<file path="src/rtl/charge_integrator.sv">
// Measurement responder: drives a latched current code to the DAC, waits a fixed settling
// interval, then returns the round-half-up average of 2^WINDOW_LOG2 ADC samples.
module charge_integrator #(
    parameter int unsigned BUS_WIDTH     = 10,
    parameter int unsigned SETTLE_CYCLES = 16,
    parameter int unsigned WINDOW_LOG2   = 4
) (
    input  logic                 clk,
    input  logic                 rst,
    input  logic                 start,
    input  logic [BUS_WIDTH-1:0] i_ref,
    input  logic [BUS_WIDTH-1:0] adc_sample,
    input  logic                 adc_valid,
    output logic [BUS_WIDTH-1:0] dac_code,
    output logic [BUS_WIDTH-1:0] q_measured,
    output logic                 ready,
    output logic                 busy
);
    localparam int unsigned AccW       = BUS_WIDTH + WINDOW_LOG2;
    localparam int unsigned CntW       = WINDOW_LOG2 + 1;
    localparam int unsigned SetW       = (SETTLE_CYCLES > 0) ? $clog2(SETTLE_CYCLES + 1) : 1;
    localparam int unsigned NumSamples = 1 << WINDOW_LOG2;
    localparam int unsigned SettleLast = (SETTLE_CYCLES > 0) ? SETTLE_CYCLES - 1 : 0;

    typedef enum logic [1:0] {StIdle, StSettle, StIntegrate, StDone} state_e;

    state_e               state_q, state_d;
    logic [BUS_WIDTH-1:0] dac_q, dac_d;
    logic [BUS_WIDTH-1:0] meas_q, meas_d;
    logic                 ready_q, ready_d;
    logic                 busy_q, busy_d;
    logic [AccW-1:0]      acc_q, acc_d;
    logic [CntW-1:0]      cnt_q, cnt_d;
    logic [SetW-1:0]      set_q, set_d;

    logic [AccW-1:0]      acc_sum;
    logic [AccW-1:0]      acc_rnd;
    logic [BUS_WIDTH-1:0] avg_new;

    // Rounding term is N/2, which is zero for a single-sample window.
    assign acc_sum = acc_q + AccW'(adc_sample);
    assign acc_rnd = acc_sum + AccW'(NumSamples / 2);
    assign avg_new = BUS_WIDTH'(acc_rnd >> WINDOW_LOG2);

    always_comb begin
        state_d = state_q;
        dac_d   = dac_q;
        meas_d  = meas_q;
        ready_d = 1'b0;
        busy_d  = busy_q;
        acc_d   = acc_q;
        cnt_d   = cnt_q;
        set_d   = set_q;

        unique case (state_q)
            StIdle: begin
                if (start) begin
                    dac_d   = i_ref;
                    acc_d   = '0;
                    cnt_d   = '0;
                    set_d   = '0;
                    busy_d  = 1'b1;
                    state_d = (SETTLE_CYCLES == 0) ? StIntegrate : StSettle;
                end
            end
            StSettle: begin
                set_d = set_q + SetW'(1);
                if (set_q == SetW'(SettleLast)) begin
                    state_d = StIntegrate;
                end
            end
            StIntegrate: begin
                if (adc_valid) begin
                    acc_d = acc_sum;
                    cnt_d = cnt_q + CntW'(1);
                    if (cnt_q == CntW'(NumSamples - 1)) begin
                        meas_d  = avg_new;
                        ready_d = 1'b1;
                        state_d = StDone;
                    end
                end
            end
            StDone: begin
                busy_d  = 1'b0;
                state_d = StIdle;
            end
            default: state_d = StIdle;
        endcase
    end

    always_ff @(posedge clk or negedge rst) begin
        if (!rst) begin
            state_q <= StIdle;
            dac_q   <= '0;
            meas_q  <= '0;
            ready_q <= 1'b0;
            busy_q  <= 1'b0;
            acc_q   <= '0;
            cnt_q   <= '0;
            set_q   <= '0;
        end else begin
            state_q <= state_d;
            dac_q   <= dac_d;
            meas_q  <= meas_d;
            ready_q <= ready_d;
            busy_q  <= busy_d;
            acc_q   <= acc_d;
            cnt_q   <= cnt_d;
            set_q   <= set_d;
        end
    end

    assign dac_code   = dac_q;
    assign q_measured = meas_q;
    assign ready      = ready_q;
    assign busy       = busy_q;

endmodule

</file>
<file path="config.mk">
export PLATFORM = sky130hd
export DESIGN_NAME = charge_integrator
export DESIGN_NICKNAME = d
export VERILOG_FILES = /design/src/rtl/charge_integrator.sv
export SDC_FILE = /design/constraint.sdc
export NUM_CORES = 1
export LEC_CHECK = 0
export CAP_MARGIN = 5
export CORE_MARGIN = 4
export CORE_UTILIZATION = 37
export CTS_BUF_LIST = sky130_fd_sc_hd__clkbuf_16
export CTS_CLUSTER_DIAMETER = 120
export DETAILED_ROUTE_END_ITERATION = 12
export HOLD_SLACK_MARGIN = 0.02
export SLEW_MARGIN = 20
export SYNTH_ARGS = -nofsm -noshare
export SYNTH_HDL_FRONTEND = slang
export SYNTH_SLANG_ARGS = --single-unit
</file>
<file path="constraint.sdc">
create_clock -name clk -period 3.1 [get_ports clk]
set_clock_uncertainty 0.05 [all_clocks]
set_input_delay 0.62 -clock clk [delete_from_list [all_inputs] [get_ports clk]]
set_output_delay 0.62 -clock clk [all_outputs]
set_load 0.01 [all_outputs]
</file>
==> results list, run 1 <==
* Run status: finished, final reports clean
- Signal routing reaches up to met4.
- Count of pins over their slew limit: 0
* Congestion Overflow GR: 0
- Flip-flop and latch count after synthesis: 48
- Layout fillers: 725
* Via-to-Cell Ratio: 5.10
- Category of the worst setup path capture point: flop
- Sw Pwr: 1380 µW
* TritonCTS Buffers: 5
* Fraction of layout instances using a drive strength above 1: 18.9%
- Worst hold-check path type: input port to asynchronous set/reset pin
* Insertion delay of the later-clocked pin in the worst-skew pair: 290 ps
* Pin count of the biggest net entering global routing: 28
* Maximum frequency from static timing analysis: 342 MHz
* Crit-path slowest cell: clkdlybuf4s50_1
* Buffer levels on the longest clock path: 2
- End-of-flow core utilization: 49.9%
- Dominant register cell in the synthesized netlist: dfrtp_1
- The number of global-route vias before repair came to between 2000 and 2500.
- Internal Pwr Total: 2110 µW
- Critical path arrival: 3080 ps
* Rows: 32
* Maxcap violations: 0
- Total wire length: around 6.7 mm
- Root buffer selected by CTS: clkbuf_16
* Number of H-tree levels: 2
- After clock tree synthesis, the clock-pin slew on the worst setup and hold paths is 70 ps.
- Excluding fillers, the count of instances in the completed layout stands at 472.
* Post-synthesis average cell area: 9.72 µm²
- First-pass iteration count of the detailed router: 4
- In this run, the clock network consumes 15.2% of the power.
- Portion of total power attributed to combinational logic: 57.5%
- In this run the cell area of the synthesized design comes to ~0.0030 mm².
- Final weighted congestion in routability-driven placement: 0.806
- HPWL after DPL: 5.11 mm
- Setup CP Type: input port to flop
* Net Sw Frac: 39.5%
- The die is around 100 µm wide.
- NumNets Final: 413
- Wire length of the first global-routing pass: 11.6 mm
- Shortest period the worst path allows: 2920 ps
* TritonCTS clock tree: built
* Sequential power share: 27.3%
- Area of the core: between 0.007 and 0.008 mm²
- Met3 routed WL: 151 µm
* Most used cells in the layout excluding fill and tap cells: dfrtp_1 (48), clkdlybuf4s50_1 (43), nand2_1 (35)
- I/O pin count: 46
- Number of setup violations in the final report: 0
- Power spread over the standard cell area amounts to 904 mW/mm².
* Post-Synthesis Net Count: 348
- Leakage power: 0.00171 µW
- The initial antenna violation count is 0.
- At the pin with the least slew margin, the transition time is 510 ps.
* Post-Route M1 WL: 3.25 mm
- Once the floorplan was initialized, standard cells occupied between 30% and 40% of the core.
- Total routing usage reported by global routing: 14.8%
* Fraction of registers with async set or reset after synthesis: 100%
* Initial DRC count: between 90 and 100
- Final setup TNS: 0 ps
* DP Cell Count: 463
- Post-DR wirelength/cell: 14.2 µm
- Sequential-to-total area share from yosys stat: 40.6%
- Number of I/O port buffers: 45
- Number of antenna cells inserted: 0
- Distinct cell type count after synthesis: 58
- Clock tree synthesis found a total of 48 sinks.
* Critical path, cell by cell: clkdlybuf4s50_1 > inv_1 > fa_2 > nand2b_4 > a211o_1 > a21oi_2 > xnor2_2 > and4bb_4 > a211o_1 > o211ai_2
- Compared with the post-synthesis result, the final layout area differs by 30.4%.
- Worst slew slack as a fraction of its limit: 66.0%
- CP Max Fanout: 4
- The library cell used most frequently in the layout, excluding fill and tap cells, is dfrtp_1.
- Routed length on met2: 3.26 mm
- Final cycle utilization of the critical path: 94.2%
- The floorplan step defined a die boundary enclosing 0.00948 mm².
- Total number of yosys warnings: 0
* Via Count: 2409
- Yosys mapped a number of flops with a built-in enable equal to 0.
* Worst Path Required: 3260 ps
- The final-report hold violation count came to 0.
- Among the stages of the critical path, the cell type that occurs most often is a211o_1.
* Peak VDD IR: 0.000295 V
* Die outline height: 97.4 µm
- After detailed routing, the number of remaining DRC violations is 0.
- Synthesis handed over a netlist of 304 instances.
* Startpoint type of the worst setup path: input port
* Largest stage delay, worst path: 480 ps
- Count of nets left with antenna violations after detail routing: 0
- Setup repair after global routing missed its margin: no
==> routing by layer <==
layer  GRT usage [%]  vias to the layer above
met5               0                        -
met4            2.88                        0
met3            2.66                        4
met2            25.3                       22
met1            19.7                     1159
li1                -                     1224
==> metrics by stage <==
| stage | total power [µW] | hold WS (ps) | cell area (µm²) | worst slack, ps |
|---|---|---|---|---|
| after CTS | 3490 | 259 | 3820 | 17.3 |
| after global routing | 3770 | 286 | 3850 | 73.0 |
| final | 3480 | 245 | 3850 | 179 |
| after floorplan | 2190 | 274 | 2960 | 285 |
| after detailed placement | 2930 | 419 | 3670 | -317 |
| after global placement | 2910 | 412 | 3670 | -263 |
==> cell families after synthesis <==
group | synth area share, %
XOR/XNOR | 4.45
AO/OA/AOI/OAI | 19.6
buffers and inverters | 3.73
adder cells (fa/ha/maj) | 8.72
multiplexers | 5.88
flip-flops | 40.6
AND/OR/NAND/NOR | 17.0
==> worst paths after layout <==
check,start,endpoint,slack [ps],cells past startpoint
worst min register to register,q_measured[2]$_DFFE_PN0P_,q_measured[2]$_DFFE_PN0P_,430,2
worst min-delay path,rst,busy$_DFFE_PN0P_,250,1
min in group clk,q_measured[2]$_DFFE_PN0P_,q_measured[2]$_DFFE_PN0P_,430,2
max in group asynchronous,rst,q_measured[7]$_DFFE_PN0P_,2010,2
worst max register to register,acc_q[0]$_DFFE_PN0P_,q_measured[8]$_DFFE_PN0P_,500,10
worst max-delay path,adc_sample[1],q_measured[8]$_DFFE_PN0P_,180,10
==> synthesized netlist by cell type, types with 6 or more instances <==
cell       n  area [µm²]
dfrtp_1   48        1200
nand2_1   35         131
o21ai_0   27         135
ha_1      19         238
nor2_1    16        60.1
a21oi_1   14        70.1
clkbuf_1  13        48.8
inv_1     12        45.0
mux2_2    11         124
nand3_1   11        55.1
xor2_1     8        70.1
xnor2_1    7        61.3
a22o_1     6        52.6
==> state kept, by name, indices dropped and copies added, names as in the netlist <==
signal      cells
set_q           5
state_q         2
dac_code       10
ready           1
q_measured     10
busy            1
cnt_q           5
acc_q          14
==> repair_timing <==
| item | in CTS | in global routing |
|---|---|---|
| endpoints found under the setup margin | 2 | 9 |
| buffers inserted | 0 | 1 |
| hold buffers | 0 | 0 |
| resized for setup | 2 | 7 |
| pin swaps | 0 | 8 |
==> critical path, delay by kind of cell <==
family,cells,cell delay (ps)
adders and majority gates,1,390
AOI/OAI and AO/OA,4,930
and+or+nand+nor,2,410
xor gates and xnor gates,1,190
buffers and inverters,2,550
==> layout make-up <==
type | instances | area [µm²] | share of cell area (%)
clock inverters | 3 | 18.8 | 0.487
clock buffers | 5 | 125 | 3.25
inverters | 12 | 45.0 | 1.17
multi-input cells | 229 | 1680 | 43.5
repair buffers | 73 | 658 | 17.1
flip-flops and latches | 48 | 1200 | 31.2
well taps | 102 | 128 | 3.31
==> power groups by stage <==
stage / clock (µW) / sequential [µW] / combinational (µW)
floorplan: 0 / 965 / 1220
global placement: 0 / 961 / 1950
detailed placement: 0 / 965 / 1970
CTS: 544 / 954 / 1990
global route: 576 / 981 / 2210
finish: 530 / 952 / 2000
Note: power is estimated with default switching activity, not from simulation.
==> inputs of run 2 (changes only) <==
- ABC_AREA: unset -> 1
- TNS_END_PERCENT: unset -> 5
==> run 2 against run 1 <==
Effect of this change:
- power shrank 7.1%
- clock power up 17%
- flip-flop and latch count stayed put
- sequential power fell by 2.6%
- synthesized cell count is 36% higher
- non-clock buffer count decreased by 18
- sequential share of layout area up 0.28 points
- final area is 0.88% lower
- critical path type unchanged
- largest power group unchanged
==> results list, run 2 <==
* I/O pin count: 46
* Worst reg2reg path startpoint: acc_q[0]$_DFFE_PN0P_
* Sequential power share: 28.7%
- Buffers added to address setup during post-CTS repair amount to 0.
- Number of setup violations in the final report: 0
- Cell count after synthesis: between 400 and 500
* First-pass iteration count of the detailed router: 4
* NumNets Final: 513
- Root buffer selected by CTS: clkbuf_16
- For the worst setup path, the data arrival time is approximately 2900 ps.
- Distinct cell type count after synthesis: 32
* Total power per unit cell area: 847 mW/mm²
- Once layout is complete, the cells apart from fillers number 572.
* Leakage power: 0.00201 µW
- Yosys top cell by area: dfrtp_1
- A synthesized cell averages around 7.3 µm².
- Buffer levels on the longest clock path: 2
- In the global route stage, overall resource usage came out at 15.6%.
- Across the VDD grid, the largest voltage drop is 0.000660 V.
- Dividing the detail-routed wire length by the instance count gives 12.5 µm.
* Worst hold-check path type: input port to asynchronous set/reset pin
* Residual DRC: 0
- TritonCTS clock tree: built
- HPWL after DPL: 5.66 mm
- CP Max Fanout: 6
- Critical path, cell by cell: clkdlybuf4s50_1 > ha_1 > inv_1 > fa_1 > inv_1 > nand3_1 > nand2_2 > xor2_2 > ha_1 > nand3_2 > nor3_4 > nand4_1 > nand3_1 > nand2_1
- For this design the total switching power over the nets is 1380 µW.
* Cell area after synthesis: 0.00302 mm²
- Capturing point of the worst reg2reg path: q_measured[9]$_DFFE_PN0P_
- At the pin with the least slew margin, the transition time is 544 ps.
- DP Cell Count: 564
- For this configuration, the core starts out at a cell density of 38.5%.
* Area of all placed cells without fillers: 0.00382 mm²
- Die outline height: 98.4 µm
- Number of synthesized flops with an enable pin: 0
- In the synthesized netlist the dominant register cell turns out to be dfrtp_1.
* Max FFs per register: 14
* Insertion delay of the later-clocked pin in the worst-skew pair: 280 ps
* Category of the worst setup path capture point: flop
- The largest single stage delay on the critical path is 460 ps.
* Layout fillers: 783
- Worst Path Required: roughly 3200 ps
- The die covers around 0.0097 mm².
- Setup repair after global routing left no endpoint under its margin.
- The number of global-route vias before repair was 2637.
* Setup CP Type: input port to flop
* Via Count: 2693
* Clock sink total: 48
* Clk pwr share: 19.2%
* Flip-flop and latch count after synthesis: 48
* Clk pin slew, worst setup/hold paths: 70 ps
* Antenna violations before repair: 0
- Design Power: 3230 µW
- Once the clock tree was built, the resizer swapped 0 gates to a different size.
- Net Sw Frac: 42.7%
- More flip-flops sit in one register than any other, and that register is acc_q.
- Maximum frequency from static timing analysis: 357 MHz
- In the synthesized netlist the async set-or-reset flop fraction comes to 100%.
* Most numerous cell types in the synthesized netlist: nand2_1 (150), inv_1 (54), dfrtp_1 (48)
- The library cell used most frequently in the layout, excluding fill and tap cells, is nand2_1.
- After floorplanning, the core was sized to cover a little under 0.008 mm².
- In the routed layout, each cell is associated on average with a via count of 4.71.
* Count of pins over their slew limit: 0
- End-of-flow core utilization: 48.7%
* Sequential-to-total area share from yosys stat: 39.8%
* Wire length of the first global-routing pass: between 10 and 15 mm
* Initial DRC count: 128
- Congestion Overflow GR: 0
- Internal Pwr Total: 1850 µW
* Maxcap violations: 0
- Synthesis produced a netlist with a net count of 456.
- Fraction of layout instances using a drive strength above 1: 8.51%
* Total number of yosys warnings: 0
- Number of I/O port buffers: 45
- Synth top area cells: dfrtp_1 (40%), nand2_1 (19%), ha_1 (7.9%), inv_1 (6.7%), nand3_1 (6.1%)
* Rows: 32
- Run status: finished, final reports clean
* R2R setup slack: around 740 ps
* Number of buffers added to fix hold violations after cts: 0
- Routability-driven placement finished with a final weighted congestion of 0.873.
- The top cell types in the final layout, fill and taps aside, are nand2_1 (150), inv_1 (54), dfrtp_1 (48).
- Hold Slack: about 230 ps
- Entering global routing, the biggest net connects 32 pins.
- Worst Reg-to-Reg Cells: 13
- TritonCTS Buffers: 5
- Startpoint type of the worst setup path: input port
- Count of final hold-check violations: 0
- Final cycle utilization of the critical path: 90.4%
* Number of H-tree levels: 2
- The routed design has 7.14 mm of wire.
- Synthesis-to-layout area growth: 26.4%
- In this run the remaining antenna-violating nets after routing total 0.
* Portion of total power attributed to combinational logic: around 52%
- Shortest period the worst path allows: 2800 ps
- Chip width: ~98 µm
- The largest individual stage delay along the critical path comes from the cell clkdlybuf4s50_1.
- The repair_antennas step left the layout with diodes totalling 0.
- After detailed placement, the total cell area comes to 0.00365 mm².
- Cell with the most instances after synthesis: nand2_1
- Worst slew slack as a fraction of its limit: 63.6%
* Share of the synthesized area in the top cell type: 39.8%
==> run 2: worst max-delay path by stage <==
stage,startpoint,cells after the start,endpoint,slack (ps)
final,adc_sample[0],14,q_measured[9]$_DFFE_PN0P_,300
after global placement,adc_sample[0],14,q_measured[9]$_DFFE_PN0P_,-50
after global routing,adc_sample[0],15,q_measured[9]$_DFFE_PN0P_,40
after CTS,adc_sample[0],14,q_measured[9]$_DFFE_PN0P_,250
after detailed placement,adc_sample[0],14,q_measured[9]$_DFFE_PN0P_,-50
after floorplan,adc_sample[0],13,q_measured[9]$_DFFE_PN0P_,490
==> run 2: routing by layer <==
layer / up-vias / routed length (µm) / track usage (%)
met2: 34 / 3480 / 25.5
met1: 1232 / 3360 / 21.6
met3: 6 / 232 / 3.07
li1: 1421 / - / -
met5: - / 0 / 0
met4: 0 / 61 / 3.15
==> run 2: kinds of logic (layout without fill, tap and decap cells) <==
logic type | count (synthesis) | in the layout | synth area share (%)
DFF | 48 | 48 | 39.8
AOI/OAI and AO/OA | 46 | 46 | 8.53
buffers and inverters | 63 | 121 | 7.91
and+or+nand+nor | 230 | 230 | 33.3
adders and majority gates | 20 | 20 | 8.53
xor gates and xnor gates | 5 | 5 | 1.95
==> run 2: worst max-delay path, delay by kind of cell <==
| kind | cells | cell delay (ps) |
|---|---|---|
| and+or+nand+nor | 7 | 810 |
| adders and majority gates | 3 | 740 |
| buffers and inverters | 3 | 590 |
| xor gates and xnor gates | 1 | 160 |
==> run 2: final cells by class <==
class	count	area [µm²]	share of cell area (%)
repair buffers	55	520	13.6
clock buffers	5	125	3.28
inverters	58	218	5.70
flip-flops and latches	48	1200	31.4
clock inverters	3	46.3	1.21
multi-input cells	301	1580	41.4
well taps	102	128	3.34
==> run 2: through the flow <==
step                      setup TNS [ps]  setup slack [ps]
final                                  0               297
after global routing                   0              44.1
after CTS                              0               246
after detailed placement            -107             -53.6
after global placement             -75.6             -48.2
after floorplan                        0               490
==> run 2: power groups by stage <==
stage                     Combinational [µW]  Sequential (µW)  Clock, µW
after global placement                  1670              933          0
after floorplan                         1130              949          0
after detailed placement                1690              939          0
after global routing                    1930              954        665
final                                   1680              927        622
after CTS                               1710              929        637
